`src/rtl/alu_seq_core.sv`:
```
// alu_seq_core: handshaked, registered ALU with a flags register and an
// accumulator operand mode. Flags are {ERR,V,N,C,Z}.
// Build macro ALU_MUL_EN: when defined, opcode A runs a WIDTH-cycle
// shift-add multiplier through the EXEC state; when undefined, opcode A
// takes the illegal-op path and result_hi is tied to zero.
module alu_seq_core #(
   parameter int unsigned WIDTH = 8
) (
   input  logic             clk,
   input  logic             rst,
   input  logic             in_valid,
   output logic             in_ready,
   input  logic [3:0]       op,
   input  logic             use_acc,
   input  logic [WIDTH-1:0] a,
   input  logic [WIDTH-1:0] b,
   output logic             out_valid,
   input  logic             out_ready,
   output logic [WIDTH-1:0] result,
   output logic [WIDTH-1:0] result_hi,
   output logic [4:0]       flags
);
   localparam int unsigned SW = $clog2(WIDTH);

`ifdef ALU_MUL_EN
   typedef enum logic [1:0] {S_IDLE = 2'd0, S_EXEC = 2'd1, S_DONE = 2'd2} state_t;
`else
   typedef enum logic [1:0] {S_IDLE = 2'd0, S_DONE = 2'd2} state_t;
`endif

   typedef enum logic [3:0] {
      OP_ADD = 4'h0, OP_SUB = 4'h1, OP_AND = 4'h2, OP_OR  = 4'h3,
      OP_XOR = 4'h4, OP_NOT = 4'h5, OP_SHL = 4'h6, OP_SHR = 4'h7,
      OP_ADC = 4'h8, OP_CMP = 4'h9, OP_MUL = 4'hA
   } opcode_t;

   state_t           state_q;
   logic [WIDTH-1:0] acc_q;
   logic [WIDTH-1:0] result_q;
   logic [4:0]       flags_q;
   logic             out_valid_q;
   logic             accwr_q;

   logic [WIDTH-1:0] opa;
   logic [SW-1:0]    sh;
   logic [WIDTH:0]   add_t;
   logic [WIDTH:0]   sub_t;
   logic [WIDTH:0]   shl_t;
   logic [WIDTH:0]   shr_t;
   logic [WIDTH-1:0] res_d;
   logic [4:0]       flags_d;
   logic             c_d;
   logic             v_d;
   logic             err_d;
   logic             accwr_d;
   logic             mul_d;

`ifdef ALU_MUL_EN
   logic [WIDTH-1:0]   result_hi_q;
   logic [2*WIDTH-1:0] prod_q;
   logic [2*WIDTH-1:0] prod_d;
   logic [WIDTH-1:0]   mcand_q;
   logic [SW-1:0]      cnt_q;
   logic [WIDTH:0]     psum;
   logic               mul_hi_nz;

   // One shift-add step: conditionally add the multiplicand into the high half, then shift right
   always_comb begin
      psum      = {1'b0, prod_q[2*WIDTH-1:WIDTH]} + (prod_q[0] ? {1'b0, mcand_q} : '0);
      prod_d    = {psum, prod_q[WIDTH-1:1]};
      mul_hi_nz = (prod_d[2*WIDTH-1:WIDTH] != '0);
   end
`endif

   // Single-cycle ALU evaluated on the operands presented at the accept edge
   always_comb begin
      opa     = use_acc ? acc_q : a;
      sh      = b[SW-1:0];
      add_t   = {1'b0, opa} + {1'b0, b} + {{WIDTH{1'b0}}, (op == OP_ADC) & flags_q[1]};
      sub_t   = {1'b0, opa} + {1'b0, ~b} + {{WIDTH{1'b0}}, 1'b1};
      // One extra bit on the far side of each shift catches the last bit shifted out
      shl_t   = {1'b0, opa} << sh;
      shr_t   = {opa, 1'b0} >> sh;
      res_d   = '0;
      c_d     = 1'b0;
      v_d     = 1'b0;
      err_d   = 1'b0;
      accwr_d = 1'b1;
      mul_d   = 1'b0;
      case (op)
         OP_ADD, OP_ADC: begin
            res_d = add_t[WIDTH-1:0];
            c_d   = add_t[WIDTH];
            v_d   = (opa[WIDTH-1] == b[WIDTH-1]) && (add_t[WIDTH-1] != opa[WIDTH-1]);
         end
         OP_SUB, OP_CMP: begin
            res_d = sub_t[WIDTH-1:0];
            c_d   = sub_t[WIDTH];
            v_d   = (opa[WIDTH-1] != b[WIDTH-1]) && (sub_t[WIDTH-1] != opa[WIDTH-1]);
         end
         OP_AND: res_d = opa & b;
         OP_OR:  res_d = opa | b;
         OP_XOR: res_d = opa ^ b;
         OP_NOT: res_d = ~opa;
         OP_SHL: begin
            res_d = shl_t[WIDTH-1:0];
            c_d   = shl_t[WIDTH];
         end
         OP_SHR: begin
            res_d = shr_t[WIDTH:1];
            c_d   = shr_t[0];
         end
`ifdef ALU_MUL_EN
         OP_MUL: mul_d = 1'b1;
`endif
         default: begin
            err_d   = 1'b1;
            accwr_d = 1'b0;
         end
      endcase
      flags_d = {err_d, v_d, res_d[WIDTH-1], c_d, (res_d == '0)};
      // CMP keeps the subtraction's flags but returns A and leaves acc alone
      if (op == OP_CMP) begin
         res_d   = opa;
         accwr_d = 1'b0;
      end
   end

   // Control FSM with registered result, flags, valid and accumulator
   always_ff @(posedge clk) begin
      if (rst) begin
         state_q     <= S_IDLE;
         acc_q       <= '0;
         result_q    <= '0;
         flags_q     <= '0;
         out_valid_q <= 1'b0;
         accwr_q     <= 1'b0;
`ifdef ALU_MUL_EN
         result_hi_q <= '0;
         prod_q      <= '0;
         mcand_q     <= '0;
         cnt_q       <= '0;
`endif
      end else begin
         case (state_q)
            S_IDLE: begin
               if (in_valid) begin
                  accwr_q <= accwr_d;
                  if (mul_d) begin
`ifdef ALU_MUL_EN
                     prod_q  <= {{WIDTH{1'b0}}, b};
                     mcand_q <= opa;
                     cnt_q   <= '0;
                     state_q <= S_EXEC;
`endif
                  end else begin
                     result_q    <= res_d;
                     flags_q     <= flags_d;
                     out_valid_q <= 1'b1;
                     state_q     <= S_DONE;
`ifdef ALU_MUL_EN
                     result_hi_q <= '0;
`endif
                  end
               end
            end
`ifdef ALU_MUL_EN
            S_EXEC: begin
               prod_q <= prod_d;
               cnt_q  <= cnt_q + 1'b1;
               if (cnt_q == SW'(WIDTH - 1)) begin
                  result_q    <= prod_d[WIDTH-1:0];
                  result_hi_q <= prod_d[2*WIDTH-1:WIDTH];
                  flags_q     <= {1'b0, mul_hi_nz, prod_d[WIDTH-1], mul_hi_nz, (prod_d == '0)};
                  out_valid_q <= 1'b1;
                  state_q     <= S_DONE;
               end
            end
`endif
            S_DONE: begin
               if (out_ready) begin
                  out_valid_q <= 1'b0;
                  state_q     <= S_IDLE;
                  if (accwr_q) begin
                     acc_q <= result_q;
                  end
               end
            end
            default: state_q <= S_IDLE;
         endcase
      end
   end

   assign in_ready  = (state_q == S_IDLE) && !rst;
   assign out_valid = out_valid_q;
   assign result    = result_q;
   assign flags     = flags_q;
`ifdef ALU_MUL_EN
   assign result_hi = result_hi_q;
`else
   assign result_hi = '0;
`endif

endmodule
```
`config.mk`:
```
export PLATFORM = sky130hd
export DESIGN_NAME = alu_seq_core
export DESIGN_NICKNAME = d
export VERILOG_FILES = /design/src/rtl/alu_seq_core.sv
export SDC_FILE = /design/constraint.sdc
export NUM_CORES = 1
export LEC_CHECK = 0
export CELL_PAD_IN_SITES_DETAIL_PLACEMENT = 1
export CELL_PAD_IN_SITES_GLOBAL_PLACEMENT = 2
export CORE_MARGIN = 3
export CORE_UTILIZATION = 35
export DETAILED_ROUTE_END_ITERATION = 7
export DONT_BUFFER_PORTS = 1
export PLACE_DENSITY = 0.87
export SYNTH_ARGS = -nofsm -noshare
export SYNTH_HDL_FRONTEND = slang
export SYNTH_SLANG_ARGS = --single-unit
```
`constraint.sdc`:
```
create_clock -name clk -period 3 [get_ports clk]
set_clock_uncertainty 0.05 [all_clocks]
set_input_delay 0.45 -clock clk [delete_from_list [all_inputs] [get_ports clk]]
set_output_delay 0.45 -clock clk [all_outputs]
set_load 0.02 [all_outputs]
```
---- Word-level counts from Yosys, hierarchy flattened ----
Index checks and enable logic that the tools add are counted.
storage, ports and cells
  register bits after elaboration ......... 25
  bits of input ports ..................... 25
  logic and storage cells ................. 63
cells by class
  add/sub/neg operators ................... 4
  eq/ne operators ......................... 16
  shifts and indexed selects .............. 2
  muxes and demuxes ....................... 14
  bitwise logic cells ..................... 6
  reduce and logical (&&, ||, !) cells .... 15
operators by type and width
  cell                                                                    number
  8-bit one-hot mux with 8 select lines                                   1
  8-bit by 8-bit adder with 9-bit output                                  2
  4-bit by 3-bit equality test with 1-bit output (second input constant)  4
  8-bit 2-to-1 mux                                                        2
  8-bit inverter                                                          2
  10-bit OR reduction                                                     1
  9-bit by 1-bit adder with 9-bit output                                  1
  9-bit by 1-bit adder with 9-bit output (second input constant)          1
  8-bit by 3-bit left shift with 9-bit output                             1
  9-bit by 3-bit >> shifter with 9-bit output                             1
  8-bit AND                                                               1
  4-bit by 2-bit equality test with 1-bit output (second input constant)  2
  4-bit equality test (second input constant)                             2
  8-bit zero test                                                         1
  8-bit OR                                                                1
  8-bit XOR                                                               1
  3-bit AND reduction                                                     2
  1-bit 2-to-1 mux                                                        5
  4-bit by 1-bit equality test with 1-bit output (second input constant)  1
  4-bit zero test                                                         1
  2-bit 2-to-1 mux                                                        2
  2-bit inequality test (second input constant)                           2
  1-bit one-hot mux with 2 select lines                                   2
  1-bit one-hot mux with 4 select lines                                   1
  other kinds (11)                                                        17

---- Logic depth before layout (Yosys ltp) ----
  depth in word-level cells ............... 6
  depth in mapped cells ................... 14
  gate-level depth less buffers ........... 12

---- Worst setup path before layout ----
Ideal clock, no wire load.
  kind .................................... input-to-reg
  start ................................... input op[0]
  end ..................................... register flags_q[0] (netlist: flags[0])
  library setup time ...................... 0.059 ns
  arrival time ............................ 3.178 ns
  slack ................................... -0.287 ns
  stages on the path ...................... 14
  buffers on the path ..................... 2
  cells stage by stage .................... buf_2 clkbuf_1 nor2_1 nand4b_1 fa_1 inv_1 fa_1 nor2_1 a211oi_1 a221oi_1 o21ai_0 or3_1 nor4_1 a31o_1
on the way
  word-level cells in the longest chain between the ends .. 5
  elaborated cells between the ends (all ways) .. 16
  those cells by class .................... add/sub: 1; eq/ne: 9; mux: 1; bitwise: 1; reduce/logical: 4
RTL lines
  element                                  line    source
  from (decl)                              13      input logic [3:0] op,
  4-bit equality test                      79, 90
  1-bit AND                                79      add_t = {1'b0, opa} + {1'b0, b} + {{WIDTH{1'b0}}, (op == OP_ADC) & flags_q[1]};
  9-bit by 1-bit adder with 9-bit output   79
  8-bit one-hot mux with 8 select lines *  90      case (op)
  8-bit zero test *                        121     flags_d = {err_d, v_d, res_d[WIDTH-1], c_d, (res_d == '0)};
  to (signal assigned)                     158     flags_q <= flags_d;
  to (decl)                                40      logic [4:0] flags_q;
Mark *: on every way between the ends. The rest lies on a longest branch, timed or not.
A chain may end at the register's enable or synchronous reset.

---- Final worst setup path ----
  start ................................... register acc_q[0]
  end ..................................... register flags_q[0] (netlist: flags[0])
on the way
  word-level cells in the longest chain between the ends .. 5
  elaborated cells between the ends (all ways) .. 13
  those cells by class .................... add/sub: 4; shift: 2; mux: 2; bitwise: 4; reduce/logical: 1
RTL lines
  element                                                           line    source
  from (decl)                                                       38      logic [WIDTH-1:0] acc_q;
  from (signal assigned)                                            185     acc_q <= result_q;
  8-bit 2-to-1 mux *                                                77      opa = use_acc ? acc_q : a;
  8-bit by 8-bit adder with 9-bit output, on equally long branches  80, 79
  9-bit by 1-bit adder with 9-bit output, on equally long branches  80, 79
  8-bit one-hot mux with 8 select lines *                           90
  8-bit zero test *                                                 121
Marks and branches as above.

==> reports/summary.txt <==
SYNTHESIS
----------------------------------------------------------------------------------------------------
Top_reg_cell synth                                                                           dfxtp_1
Distinct cell type count after synthesis                                                          68
Cell taking the most area after synthesis                                                    dfxtp_1
Share of the synthesized area in the top cell type                                             0.148
Fraction of registers with async set/reset                                                         0
Mean area per synthesized cell                                                            8.13 sq um
Synth Cell Area                                                                           3120 sq um
Total of flip-flops plus latches after synthesis                                                  23
Post-synth EDFFs                                                                                   0
Basic-gate share of the synthesized area counting and, or, nand and nor cells                  0.206
Synth Area in Compound Gates                                                                   0.234
Main combinational cell family by area after synthesis                                  compound AO/OA/AOI/OAI gates
Multiplexer area fraction after synthesis                                                      0.167
Warnings from Yosys                                                                                0
Post-Synth XOR/XNOR Area                                                                      0.0112
Fraction of the yosys area taken by sequential cells                                           0.148
Synthesized-area fraction occupied by adder cells                                              0.124
Largest cells by area after synthesis                                                   dfxtp_1 (15%), ha_1 (10%), mux2i_1 (7.1%)
Gate count of the mapped netlist                                                                 383

CLOCKING
----------------------------------------------------------------------------------------------------
Clock-pin slew reported for the worst setup and hold paths after clock tree synthesis        0.08 ns
Post-CTS Setup Bufs                                                                                0
TritonCTS Buffers                                                                                  3
Clock Tree Buf Depth                                                                               2
Clock latency on the worst-skew pair                                                         0.26 ns
CTS root buf                                                                                clkbuf_8
Number of levels in the clock H-tree                                                               1
TritonCTS clock tree                                                                             yes
Clock Sinks                                                                                       23

SETUP PATH
----------------------------------------------------------------------------------------------------
Cell mode on critical path                                                                      fa_2
Critical Path Stages                                                                              11
Buffers plus inverters on the worst setup path                                                     1
Worst Reg2Reg Path Length in Cells                                                                11
Path type of the worst setup path                                                       flop to flop
Cell class contributing the biggest share of worst-path delay                           compound AO/OA/AOI/OAI gates
Biggest fanout along the worst timing path                                                         3
Delay of the slowest cell on the worst path                                                  0.35 ns
Data arrival, critical path                                                                  3.02 ns
Critical register-to-register path endpoint                                                 flags[0]
WP data required                                                                             3.16 ns
Slack of the worst reg-to-reg path                                                           0.14 ns
Crit path max-delay cell type                                                                dfxtp_1
Critical R2R Launch                                                                         acc_q[0]
Kind of start point of the critical path                                                        flop
Endpoint kind of the worst setup timing path                                                    flop
Ordered list of cells on the worst path                                                 mux2i_4 -> fa_2 -> inv_2 -> fa_2 -> mux2i_1 -> xnor2_1 -> a221o_1 -> a311oi_2 -> nand2_1 -> nor4_4 -> a31o_1

CELLS AND AREA
----------------------------------------------------------------------------------------------------
Summed area of non-filler cells in the final layout                                       3300 sq um
Number of cells in the finished layout apart from fillers                                        487
Area Overhead vs Synth                                                                         5.86%
Share of final-layout standard cells stronger than drive strength 1                            0.149
Commonest non-fill, non-tap cells in the layout                                         nor2_1 (33), nand2_1 (32), ha_1 (26)
Nets@finish                                                                                      437
Total of fill cells in the finished design                                                      1028
Leading cell type in the layout, fill and taps excluded                                       nor2_1
Ant. Diodes                                                                                        0

POWER
----------------------------------------------------------------------------------------------------
IR drop worst, VDD                                                                          0.181 mV
Static leakage                                                                               1.41 nW
Cell Pwr Density                                                                         276 nW/um^2

DIE
----------------------------------------------------------------------------------------------------
Number of placement rows                                                                          33
Top-level port count                                                                              48
Initial Util                                                                                   0.370
Area inside the core boundary                                                             8420 sq um
Die Wd                                                                                   100 microns
Height of the die                                                                        100 microns
Die Outline Area                                                                         10100 sq um

GLOBAL ROUTE
----------------------------------------------------------------------------------------------------
First-pass GRT wire length                                                              17600 microns
Largest net degree at the start of global routing                                                 38
GRT Util Overall                                                                               0.223
Via count of the first global-routing pass                                                      3141
Antenna violations before repair                                                                   0
Global route total overflow                                                                        0

TIMING
----------------------------------------------------------------------------------------------------
Final slew viol count                                                                              0
Hold Violations, Final                                                                             0
Portion of the clock cycle consumed by the worst path in the final layout                      0.953
Setup violators final                                                                              0
Worst Tran Pin Value                                                                        0.804 ns
Setup TNS Final                                                                                 0 ns
Fmax achieved                                                                              0.350 GHz
Final critical path time including I/O delays and setup                                      2.86 ns
Unrepaired setup endpoints after global routing                                                   no
Headroom to the max-slew limit                                                                 0.457

ROUTING
----------------------------------------------------------------------------------------------------
Iter 0 DRT Violations                                                                            175
Total detailed-routing wirelength                                                       11300 microns
Antenna violation net count after detailed routing                                                 0
Mean number of vias per cell                                                                    6.23
Final routed DRC violation total                                                                   0
DRT Pass-1 Iters                                                                                   6
Via count                                                                                       3035
Per-cell routed wire length                                                             23.1 microns

PLACEMENT
----------------------------------------------------------------------------------------------------
Placed cell count                                                                                483
Buffers on Ports                                                                                   0
Post-placement cell area                                                                  3220 sq um
Final GP Congestion                                                                            0.942
Post-DP HPWL                                                                            8990 microns

MIN PATH
----------------------------------------------------------------------------------------------------
Kind of path behind the tightest hold check                                             input pin to flop
Hold endpoint                                                                               flags[3]
Worst Min Path Start                                                                             rst
Worst hold path depth                                                                              1

FLOW RUN
----------------------------------------------------------------------------------------------------
# Max-Cap Violations                                                                               0

OUTCOME
----------------------------------------------------------------------------------------------------
Run status                                                                                 completed

## cell type report
class | count | area [sq um] | area share
Tap cell | 105 | 131 | 0.0398
Timing Repair Buffer | 22 | 165 | 0.0501
Sequential cell | 23 | 464 | 0.141
Clock inverter | 1 | 5.00 | 0.00152
Inverter | 28 | 105 | 0.0319
Clock buffer | 3 | 41.3 | 0.0125
Multi-Input combinational cell | 305 | 2390 | 0.723
## through the flow
step           hold WS, ns  power (W)  worst slack [ns]  utilization
2_1_floorplan        0.414   0.000654           -0.0449            -
3_3_place_gp         0.432   0.000711           -0.0260        0.383
3_5_place_dp         0.461   0.000716           -0.0839        0.383
4_1_cts              0.191   0.000905            0.0466        0.389
5_1_grt              0.175   0.000968            0.0165        0.392
6_report             0.196   0.000909             0.142        0.392
## state kept, by name, indices dropped and copies added, names as in the netlist
| name | count |
|---|---|
| accwr_q | 1 |
| out_valid | 1 |
| result | 8 |
| flags | 5 |
| acc_q | 8 |
## cell usage after synthesis, drive strengths merged (4+ instances only)
| master | instances |
|---|---|
| nor2 | 34 |
| nand2 | 32 |
| inv | 28 |
| mux2i | 28 |
| ha | 26 |
| dfxtp | 23 |
| a21oi | 19 |
| clkbuf | 19 |
| buf | 15 |
| nor3 | 13 |
| o21ai | 10 |
| o211ai | 8 |
| a211oi | 7 |
| a31oi | 7 |
| mux4 | 7 |
| nand3 | 7 |
| or3 | 7 |
| o221ai | 6 |
| a221oi | 5 |
| nor2b | 5 |
| nor4 | 5 |
| o22ai | 5 |
| and3 | 4 |
| nand2b | 4 |
| xnor2 | 4 |
## per-layer routing
metal	GRT usage	up-vias	wire, microns
met5	0	-	0
met4	0.0622	0	259
met3	0.0445	16	867
met2	0.363	127	5280
met1	0.301	1491	4860
li1	-	1401	-
## how the worst max path moves through the flow
stage	from	slack, ns	to
after floorplan	op[0]	-0.04	flags[0]
after global placement	op[1]	-0.03	flags[0]
after detailed placement	op[1]	-0.08	flags[0]
after CTS	flags[1]	0.05	flags[0]
after global routing	acc_q[0]	0.02	flags[0]
final	acc_q[0]	0.14	flags[0]
## cells by family (layout without fill, tap and decap cells)
kind of cell             after synthesis  count (layout)
multiplexers                          37              37
buffers and inverters                 62              54
flip-flops                            23              23
AND/OR/NAND/NOR                      127             127
other                                  1               8
XOR/XNOR                               4               4
AO/OA/AOI/OAI                        100             100
adder cells (fa/ha/maj)               29              29
## timing repair
action	4_1_cts	5_1_grt
gates resized for setup	1	5
hold endpoints to repair	0	0
hold buffers	0	0
pin swaps	0	2
cloned	0	0
setup endpoints to repair	1	3
## where the power goes
group          switching [W]  total (W)  leakage, nW  internal (W)
Clock              0.0000945   0.000187       0.0255     0.0000925
Combinational       0.000218   0.000379         1.19      0.000160
Sequential         0.0000258   0.000343        0.188      0.000317
Total               0.000339   0.000909         1.41      0.000570
(Power assumes the default switching activity.)
